File: src/rtl/rob_pkg.sv
// Shared reorder-buffer constants, instruction type and entry state encodings.
package rob_pkg;

  localparam int ROB_SIZE  = 8;
  localparam int ROB_WIDTH = 3;
  localparam logic [ROB_WIDTH:0] ROB_FULL_CNT = (ROB_WIDTH+1)'(ROB_SIZE);

  typedef enum logic [1:0] {
    T_REG    = 2'd0,
    T_BRANCH = 2'd1,
    T_STORE  = 2'd2,
    T_RSVD   = 2'd3
  } dec_type_e;

  typedef enum logic [1:0] {
    ST_EMPTY  = 2'd0,
    ST_ISSUED = 2'd1,
    ST_DONE   = 2'd2
  } ent_state_e;

  // Advance a circular pointer; the pointer width makes 7 wrap to 0.
  function automatic logic [ROB_WIDTH-1:0] ptr_inc(input logic [ROB_WIDTH-1:0] p);
    return p + 1'b1;
  endfunction

endpackage

File: src/rtl/rob_if.sv
// Decode, broadcast, query and commit signal bundle of the reorder buffer.
interface rob_if;
  import rob_pkg::*;

  logic                 rdy_in;
  logic                 dec_ready;
  logic [1:0]           dec_type;
  logic [4:0]           dec_rd;
  logic [31:0]          dec_pred_pc;
  logic                 rob_full;
  logic [ROB_WIDTH-1:0] rob_tail_id;
  logic                 rs_ready;
  logic [ROB_WIDTH-1:0] rs_rob_id;
  logic [31:0]          rs_value;
  logic                 lsb_ready;
  logic [ROB_WIDTH-1:0] lsb_rob_id;
  logic [31:0]          lsb_value;
  logic [ROB_WIDTH-1:0] query_j_id;
  logic [ROB_WIDTH-1:0] query_k_id;
  logic                 query_j_ready;
  logic                 query_k_ready;
  logic [31:0]          query_j_value;
  logic [31:0]          query_k_value;
  logic                 commit_valid;
  logic [4:0]           commit_rd;
  logic [31:0]          commit_value;
  logic [ROB_WIDTH-1:0] commit_rob_id;
  logic                 commit_store;
  logic                 clear;
  logic [31:0]          clear_pc;

  // Surrounding pipeline side: drives decode, broadcasts and queries.
  modport master (
    output rdy_in, dec_ready, dec_type, dec_rd, dec_pred_pc,
    output rs_ready, rs_rob_id, rs_value, lsb_ready, lsb_rob_id, lsb_value,
    output query_j_id, query_k_id,
    input  rob_full, rob_tail_id, query_j_ready, query_k_ready,
    input  query_j_value, query_k_value,
    input  commit_valid, commit_rd, commit_value, commit_rob_id,
    input  commit_store, clear, clear_pc
  );

  // Reorder buffer side.
  modport slave (
    input  rdy_in, dec_ready, dec_type, dec_rd, dec_pred_pc,
    input  rs_ready, rs_rob_id, rs_value, lsb_ready, lsb_rob_id, lsb_value,
    input  query_j_id, query_k_id,
    output rob_full, rob_tail_id, query_j_ready, query_k_ready,
    output query_j_value, query_k_value,
    output commit_valid, commit_rd, commit_value, commit_rob_id,
    output commit_store, clear, clear_pc
  );

endinterface

File: src/rtl/rob.sv
// Eight-entry reorder buffer: in-order issue/commit, out-of-order writeback,
// operand bypass queries and branch-mispredict flush.
module rob
  import rob_pkg::*;
(
  input logic   clk_in,
  input logic   rst_in,
  rob_if.slave  bus
);

  ent_state_e           state_q [ROB_SIZE];
  logic [1:0]           type_q  [ROB_SIZE];
  logic [4:0]           rd_q    [ROB_SIZE];
  logic [31:0]          value_q [ROB_SIZE];
  logic [31:0]          pred_q  [ROB_SIZE];

  logic [ROB_WIDTH-1:0] head_q, head_d, tail_q, tail_d;
  logic [ROB_WIDTH:0]   count_q, count_d;

  logic                 commit_valid_q, commit_store_q, clear_q;
  logic [4:0]           commit_rd_q;
  logic [31:0]          commit_value_q, clear_pc_q;
  logic [ROB_WIDTH-1:0] commit_rob_id_q;

  logic full, active, do_issue, do_commit, rs_wb, lsb_wb, mispredict;

  assign full = (count_q == ROB_FULL_CNT);

  // Qualify issue/writeback/commit and compute pointer/count next state.
  always_comb begin
    active     = bus.rdy_in && !clear_q;
    do_issue   = active && bus.dec_ready && !full;
    rs_wb      = active && bus.rs_ready && (state_q[bus.rs_rob_id] == ST_ISSUED);
    lsb_wb     = active && bus.lsb_ready && (state_q[bus.lsb_rob_id] == ST_ISSUED) &&
                 !(rs_wb && (bus.rs_rob_id == bus.lsb_rob_id));
    do_commit  = active && (state_q[head_q] == ST_DONE);
    mispredict = do_commit && (type_q[head_q] == T_BRANCH) &&
                 (value_q[head_q] != pred_q[head_q]);
    head_d  = head_q;
    tail_d  = tail_q;
    count_d = count_q;
    if (clear_q) begin
      head_d  = '0;
      tail_d  = '0;
      count_d = '0;
    end else begin
      if (do_commit) head_d = ptr_inc(head_q);
      if (do_issue)  tail_d = ptr_inc(tail_q);
      count_d = count_q + {{ROB_WIDTH{1'b0}}, do_issue} - {{ROB_WIDTH{1'b0}}, do_commit};
    end
  end

  // Pointers, count and entry states; a pending flush always completes.
  always_ff @(posedge clk_in or negedge rst_in) begin
    if (!rst_in) begin
      head_q  <= '0;
      tail_q  <= '0;
      count_q <= '0;
      for (int i = 0; i < ROB_SIZE; i++) state_q[i] <= ST_EMPTY;
    end else begin
      head_q  <= head_d;
      tail_q  <= tail_d;
      count_q <= count_d;
      if (clear_q) begin
        for (int i = 0; i < ROB_SIZE; i++) state_q[i] <= ST_EMPTY;
      end else begin
        if (rs_wb)     state_q[bus.rs_rob_id]  <= ST_DONE;
        if (lsb_wb)    state_q[bus.lsb_rob_id] <= ST_DONE;
        if (do_commit) state_q[head_q]         <= ST_EMPTY;
        if (do_issue)  state_q[tail_q] <= (bus.dec_type == T_STORE) ? ST_DONE : ST_ISSUED;
      end
    end
  end

  // Entry payload; only meaningful while the entry state says so, so no reset.
  always_ff @(posedge clk_in) begin
    if (do_issue) begin
      type_q[tail_q] <= bus.dec_type;
      rd_q[tail_q]   <= bus.dec_rd;
      pred_q[tail_q] <= bus.dec_pred_pc;
    end
    if (rs_wb)  value_q[bus.rs_rob_id]  <= bus.rs_value;
    if (lsb_wb) value_q[bus.lsb_rob_id] <= bus.lsb_value;
  end

  // Registered commit/flush pulses, one cycle wide.
  always_ff @(posedge clk_in or negedge rst_in) begin
    if (!rst_in) begin
      commit_valid_q  <= 1'b0;
      commit_store_q  <= 1'b0;
      clear_q         <= 1'b0;
      commit_rd_q     <= '0;
      commit_value_q  <= '0;
      commit_rob_id_q <= '0;
      clear_pc_q      <= '0;
    end else begin
      commit_valid_q <= 1'b0;
      commit_store_q <= 1'b0;
      clear_q        <= 1'b0;
      if (do_commit) begin
        if (type_q[head_q] == T_REG) begin
          commit_valid_q  <= 1'b1;
          commit_rd_q     <= rd_q[head_q];
          commit_value_q  <= value_q[head_q];
          commit_rob_id_q <= head_q;
        end else if (type_q[head_q] == T_STORE) begin
          commit_store_q  <= 1'b1;
          commit_rob_id_q <= head_q;
        end
        if (mispredict) begin
          clear_q    <= 1'b1;
          clear_pc_q <= value_q[head_q];
        end
      end
    end
  end

  // Operand lookup: live broadcast wins (rs over lsb), then stored DONE value.
  always_comb begin
    bus.query_j_ready = 1'b0;
    bus.query_j_value = '0;
    bus.query_k_ready = 1'b0;
    bus.query_k_value = '0;
    if (bus.rs_ready && bus.rs_rob_id == bus.query_j_id) begin
      bus.query_j_ready = 1'b1;
      bus.query_j_value = bus.rs_value;
    end else if (bus.lsb_ready && bus.lsb_rob_id == bus.query_j_id) begin
      bus.query_j_ready = 1'b1;
      bus.query_j_value = bus.lsb_value;
    end else if (state_q[bus.query_j_id] == ST_DONE) begin
      bus.query_j_ready = 1'b1;
      bus.query_j_value = value_q[bus.query_j_id];
    end
    if (bus.rs_ready && bus.rs_rob_id == bus.query_k_id) begin
      bus.query_k_ready = 1'b1;
      bus.query_k_value = bus.rs_value;
    end else if (bus.lsb_ready && bus.lsb_rob_id == bus.query_k_id) begin
      bus.query_k_ready = 1'b1;
      bus.query_k_value = bus.lsb_value;
    end else if (state_q[bus.query_k_id] == ST_DONE) begin
      bus.query_k_ready = 1'b1;
      bus.query_k_value = value_q[bus.query_k_id];
    end
  end

  assign bus.rob_full      = full;
  assign bus.rob_tail_id   = tail_q;
  assign bus.commit_valid  = commit_valid_q;
  assign bus.commit_rd     = commit_rd_q;
  assign bus.commit_value  = commit_value_q;
  assign bus.commit_rob_id = commit_rob_id_q;
  assign bus.commit_store  = commit_store_q;
  assign bus.clear         = clear_q;
  assign bus.clear_pc      = clear_pc_q;

endmodule
File: src/flat_wrapper.sv
// flat-port wrapper written by rule: the top's interface ports become plain ports
module rob_flat import rob_pkg::*;
  (clk_in, rst_in, bus_rdy_in, bus_dec_ready, bus_dec_type, bus_dec_rd, bus_dec_pred_pc, bus_rs_ready, bus_rs_rob_id, bus_rs_value, bus_lsb_ready, bus_lsb_rob_id, bus_lsb_value, bus_query_j_id, bus_query_k_id, bus_rob_full, bus_rob_tail_id, bus_query_j_ready, bus_query_k_ready, bus_query_j_value, bus_query_k_value, bus_commit_valid, bus_commit_rd, bus_commit_value, bus_commit_rob_id, bus_commit_store, bus_clear, bus_clear_pc);
  rob_if bus_i ();
  input logic clk_in;
  input logic rst_in;
  input wire logic [$bits(bus_i.rdy_in)-1:0] bus_rdy_in;
  input wire logic [$bits(bus_i.dec_ready)-1:0] bus_dec_ready;
  input wire logic [$bits(bus_i.dec_type)-1:0] bus_dec_type;
  input wire logic [$bits(bus_i.dec_rd)-1:0] bus_dec_rd;
  input wire logic [$bits(bus_i.dec_pred_pc)-1:0] bus_dec_pred_pc;
  input wire logic [$bits(bus_i.rs_ready)-1:0] bus_rs_ready;
  input wire logic [$bits(bus_i.rs_rob_id)-1:0] bus_rs_rob_id;
  input wire logic [$bits(bus_i.rs_value)-1:0] bus_rs_value;
  input wire logic [$bits(bus_i.lsb_ready)-1:0] bus_lsb_ready;
  input wire logic [$bits(bus_i.lsb_rob_id)-1:0] bus_lsb_rob_id;
  input wire logic [$bits(bus_i.lsb_value)-1:0] bus_lsb_value;
  input wire logic [$bits(bus_i.query_j_id)-1:0] bus_query_j_id;
  input wire logic [$bits(bus_i.query_k_id)-1:0] bus_query_k_id;
  output wire logic [$bits(bus_i.rob_full)-1:0] bus_rob_full;
  output wire logic [$bits(bus_i.rob_tail_id)-1:0] bus_rob_tail_id;
  output wire logic [$bits(bus_i.query_j_ready)-1:0] bus_query_j_ready;
  output wire logic [$bits(bus_i.query_k_ready)-1:0] bus_query_k_ready;
  output wire logic [$bits(bus_i.query_j_value)-1:0] bus_query_j_value;
  output wire logic [$bits(bus_i.query_k_value)-1:0] bus_query_k_value;
  output wire logic [$bits(bus_i.commit_valid)-1:0] bus_commit_valid;
  output wire logic [$bits(bus_i.commit_rd)-1:0] bus_commit_rd;
  output wire logic [$bits(bus_i.commit_value)-1:0] bus_commit_value;
  output wire logic [$bits(bus_i.commit_rob_id)-1:0] bus_commit_rob_id;
  output wire logic [$bits(bus_i.commit_store)-1:0] bus_commit_store;
  output wire logic [$bits(bus_i.clear)-1:0] bus_clear;
  output wire logic [$bits(bus_i.clear_pc)-1:0] bus_clear_pc;
  assign bus_i.rdy_in = bus_rdy_in;
  assign bus_i.dec_ready = bus_dec_ready;
  assign bus_i.dec_type = bus_dec_type;
  assign bus_i.dec_rd = bus_dec_rd;
  assign bus_i.dec_pred_pc = bus_dec_pred_pc;
  assign bus_i.rs_ready = bus_rs_ready;
  assign bus_i.rs_rob_id = bus_rs_rob_id;
  assign bus_i.rs_value = bus_rs_value;
  assign bus_i.lsb_ready = bus_lsb_ready;
  assign bus_i.lsb_rob_id = bus_lsb_rob_id;
  assign bus_i.lsb_value = bus_lsb_value;
  assign bus_i.query_j_id = bus_query_j_id;
  assign bus_i.query_k_id = bus_query_k_id;
  assign bus_rob_full = bus_i.rob_full;
  assign bus_rob_tail_id = bus_i.rob_tail_id;
  assign bus_query_j_ready = bus_i.query_j_ready;
  assign bus_query_k_ready = bus_i.query_k_ready;
  assign bus_query_j_value = bus_i.query_j_value;
  assign bus_query_k_value = bus_i.query_k_value;
  assign bus_commit_valid = bus_i.commit_valid;
  assign bus_commit_rd = bus_i.commit_rd;
  assign bus_commit_value = bus_i.commit_value;
  assign bus_commit_rob_id = bus_i.commit_rob_id;
  assign bus_commit_store = bus_i.commit_store;
  assign bus_clear = bus_i.clear;
  assign bus_clear_pc = bus_i.clear_pc;
  rob u_core (.clk_in(clk_in), .rst_in(rst_in), .bus(bus_i));
endmodule
File: config.mk
export PLATFORM = sky130hd
export DESIGN_NAME = rob_flat
export DESIGN_NICKNAME = d
export VERILOG_FILES = /design/src/rtl/rob_pkg.sv /design/src/rtl/rob_if.sv /design/src/rtl/rob.sv /design/src/flat_wrapper.sv
export SDC_FILE = /design/constraint.sdc
export NUM_CORES = 1
export LEC_CHECK = 0
export ABC_AREA = 0
export CORE_MARGIN = 8
export CORE_UTILIZATION = 54
export CTS_CLUSTER_DIAMETER = 80
export CTS_CLUSTER_SIZE = 28
export DETAILED_ROUTE_END_ITERATION = 8
export PLACE_DENSITY = 0.82
export SLEW_MARGIN = 20
export SYNTH_ARGS = -nofsm -noshare
export SYNTH_HDL_FRONTEND = slang
export SYNTH_SLANG_ARGS = --single-unit
export TNS_END_PERCENT = 30
File: constraint.sdc
create_clock -name clk_in -period 4.71 [get_ports clk_in]
set_input_delay 0.7065 -clock clk_in [delete_from_list [all_inputs] [get_ports clk_in]]
set_output_delay 0.7065 -clock clk_in [all_outputs]
set_load 0.01 [all_outputs]
==> flow_summary.json <==
{
  "period_share_pct": 94.69,
  "synth-edff-count": 568,
  "place.gp.congestion": 0.9244,
  "dp.cells": 3283,
  "fp.dieW_um": 271.6,
  "io-pin-count": 266,
  "syn_nets": 2431,
  "r2r_start": "u_core.head_q[1]$_DFFE_PN0P_",
  "leakage_nw": 13.50,
  "synth_area_um2": 35280,
  "netSwitchingFraction_pct": 34.85,
  "cts_sinks": 669,
  "r2r_end": "u_core.bus.clear_pc[11]$_DFFE_PN0P_",
  "area_growth_pct": 14.37,
  "reg2reg_slack_ns": 0.60,
  "grtUsageTotal_pct": 27.25,
  "antenna_found_initial": 4,
  "tightestPinTransition_ns": 0.9063,
  "detail-route-antenna-nets": 0,
  "finalHoldViolations": 0,
  "rsz0062_at_grt": "false",
  "grt_first_pass_wirelength_um": 152500,
  "yosysWarnings": 0,
  "stdcell_count": 3348,
  "path_max_fanout": 18,
  "crit_type": "flip-flop to output port",
  "initial_core_util_pct": 54.62,
  "seqPwrFrac_pct": 41.2,
  "drt-vias-per-instance": 6.812,
  "drtIter0Drc": 2991,
  "drv_slew": 0,
  "synth_top_flop_cell": "edfxtp_1",
  "die-height_um": 271.6,
  "cts_setup_buffers": 0,
  "fin_ws_ns": 0.2502,
  "synthCells": 2302,
  "final_nets": 2594,
  "finalPower_mw": 18.60,
  "grt_overflow": 0,
  "p_per_area_nw_per_um2": 461.1,
  "postCtsHoldBufs": 0,
  "tritoncts": "yes",
  "critPathRequiredTime_ns": 4.00,
  "drive_gt1_share_pct": 31.07,
  "clockPowerShare_pct": 19.2,
  "grt_pass1_vias": 23280,
  "place_ws_ns": 0.5147,
  "status": "finished, final reports clean",
  "synth_seq_cells": 669,
  "htreeDepth": 2,
  "synth_cell_types": 68,
  "skew_ns": 0.05276,
  "cts_root_buffer": "clkbuf_16",
  "clockBufferDepth": 3,
  "slew_headroom_pct": 39.45,
  "arrival_ns": 3.75,
  "min_period_ns": 4.460,
  "seq_area_frac_synth_pct": 55.52,
  "avgSynthCellArea_um2": 15.32,
  "finalSetupViolations": 0,
  "timing.fmax_mhz": 224.2,
  "vias": 22810,
  "drt_wl_total_um": 102400,
  "wl_per_cell_um": 30.58,
  "grt_max_degree": 66,
  "cp-start-kind": "flip-flop",
  "p_comb_share_pct": 39.6,
  "tns_ns": 0,
  "core-area_um2": 64580,
  "place_hpwl_um": 67620,
  "dr.pass1.iters": 6,
  "fin_hold_ws_ns": 0.1676,
  "power.internal_mw": 12.12,
  "io_buffers": 265,
  "drv_cap": 0,
  "insertion_delay_ns": 0.62,
  "die_area_um2": 73760,
  "cts_buffers": 35,
  "endpoint": "bus_query_j_value[11]",
  "async_reset_ff_share_pct": 15.10,
  "hold_class": "primary input to asynchronous set/reset pin",
  "worstRegToRegCells": 10,
  "ir_worst_vdd_mv": 0.3741,
  "rows": 93,
  "cts_resized": 0,
  "crit_start": "u_core.state_q[1]$_DFF_PN0_",
  "critPathCaptureType": "output port",
  "remaining_drc_errors": 0,
  "p_switching_mw": 6.483,
  "path_clk_slew_ns": 0.10
}
power by group through the flow:
stage                     clock network, mW  logic (mW)  registers, mW
after global placement                    0        7.14           7.74
after CTS                              3.60        7.37           7.66
after global routing                   3.78        7.77           7.73
final                                  3.57        7.36           7.67
after floorplan                           0        4.41           7.63
after detailed placement                  0        7.33           7.78
synthesized netlist by cell type (4+ instances only):
cell | count | share of area [%]
a21oi_1 | 148 | 2.1
a221oi_1 | 9 | 0.22
a22oi_1 | 4 | 0.085
a311oi_1 | 4 | 0.099
a31oi_1 | 4 | 0.071
buf_1 | 72 | 0.77
buf_2 | 43 | 0.61
buf_4 | 11 | 0.23
buf_6 | 5 | 0.16
clkbuf_1 | 105 | 1.1
dfrtp_1 | 101 | 7.2
edfxtp_1 | 568 | 48
ha_1 | 7 | 0.25
inv_1 | 42 | 0.45
mux2_2 | 299 | 9.5
mux2_4 | 13 | 0.55
mux2i_1 | 135 | 3.8
mux4_2 | 261 | 17
nand2_1 | 60 | 0.64
nand2b_1 | 13 | 0.23
nand3_1 | 9 | 0.13
nand3b_1 | 6 | 0.13
nand4_1 | 6 | 0.11
nor2_1 | 106 | 1.1
nor2b_1 | 20 | 0.35
nor3_1 | 74 | 1.0
nor4_1 | 4 | 0.071
o21ai_0 | 33 | 0.47
o22ai_1 | 4 | 0.071
o31ai_1 | 5 | 0.11
o41ai_1 | 7 | 0.17
or2_2 | 5 | 0.089
xnor2_1 | 39 | 0.97
xor2_1 | 31 | 0.77
worst min-delay path by stage:
stage / endpoint / cells after the start
global route: u_core.bus.commit_rd[1]$_DFFE_PN0P_ / 1
floorplan: u_core.bus.clear$_DFF_PN0_ / 0
CTS: u_core.bus.commit_value[9]$_DFFE_PN0P_ / 1
global placement: u_core.bus.commit_value[16]$_DFFE_PN0P_ / 2
detailed placement: u_core.bus.commit_value[16]$_DFFE_PN0P_ / 2
finish: u_core.bus.commit_rd[1]$_DFFE_PN0P_ / 1
kinds of logic after synthesis:
logic type	share of synthesized area (%)
compound gates	4.157
xor+xnor	1.738
simple gates	4.345
mux	30.59
fa+ha+maj	0.3050
buf+inv	3.348
flops	55.52
critical path, stage by stage (launching register included):
cell	delay, ns
dfrtp_1	0.49
nor2b_1	0.19
mux4_2	0.51
a21oi_4	0.73
nor3_1	0.11
buf_4	0.17
a21oi_1	0.30
a21oi_1	0.14
clkdlybuf4s50_1	0.51
layout by cell type, fill, tap and decap left out, types with 5 or more instances in the layout:
cell / count
nor2_1: 100
dfrtp_1: 98
nor3_1: 71
o21ai_0: 31
buf_4: 79
nand3_1: 8
nand2_1: 57
a221oi_1: 9
or2_2: 5
clkbuf_16: 35
nand2b_1: 12
mux2i_1: 135
mux4_2: 261
mux2_4: 13
nand3b_1: 6
inv_16: 5
buf_12: 24
o41ai_1: 7
mux2_2: 299
nor2_4: 6
xor2_1: 31
clkdlybuf4s50_1: 258
inv_6: 5
inv_1: 38
ha_1: 7
clkbuf_1: 8
edfxtp_1: 568
nor2b_1: 19
a21oi_1: 146
nand4_1: 6
xnor2_1: 39
registers in the layout, indices dropped and copies added, names as in the netlist:
| signal | cells |
|---|---|
| u_core.head_q | 3 |
| u_core.bus.commit_value | 32 |
| u_core.rd_q | 40 |
| u_core.bus.commit_rd | 5 |
| u_core.bus.clear | 1 |
| u_core.state_q | 16 |
| u_core.bus.commit_rob_id | 3 |
| u_core.bus.commit_valid | 1 |
| u_core.bus.commit_store | 1 |
| u_core.type_q | 16 |
| u_core.bus.rob_tail_id | 3 |
| u_core.value_q | 256 |
| u_core.pred_q | 256 |
| u_core.count_q | 4 |
| u_core.bus.clear_pc | 32 |
routing by layer:
metal,share of wire [%],vias to the layer above,global-route usage [%]
li1,-,9362,-
met1,36,11630,35.41
met2,48,1564,43.82
met3,11,251,5.820
met4,5.3,4,12.77
met5,0.022,-,0
metrics by stage:
| step | utilization [%] | instance area (um^2) |
|---|---|---|
| final | 62.47 | 40350 |
| after global routing | 62.47 | 40350 |
| after CTS | 62.47 | 40340 |
| after detailed placement | 60.67 | 39180 |
| after global placement | 60.67 | 39180 |
| after floorplan | - | 35290 |
final cells by class:
class	instances	area (um^2)
Multi-Input combinational cell	1354	14690
Timing Repair Buffer	363	3666
Inverter	42	157.7
Antenna cell	2	5.005
Sequential cell	669	19600
Tap cell	855	1070
Clock buffer	45	933.4
Clock inverter	18	226.5
Fill cell	4485	24230
(Power assumes the default switching activity.)
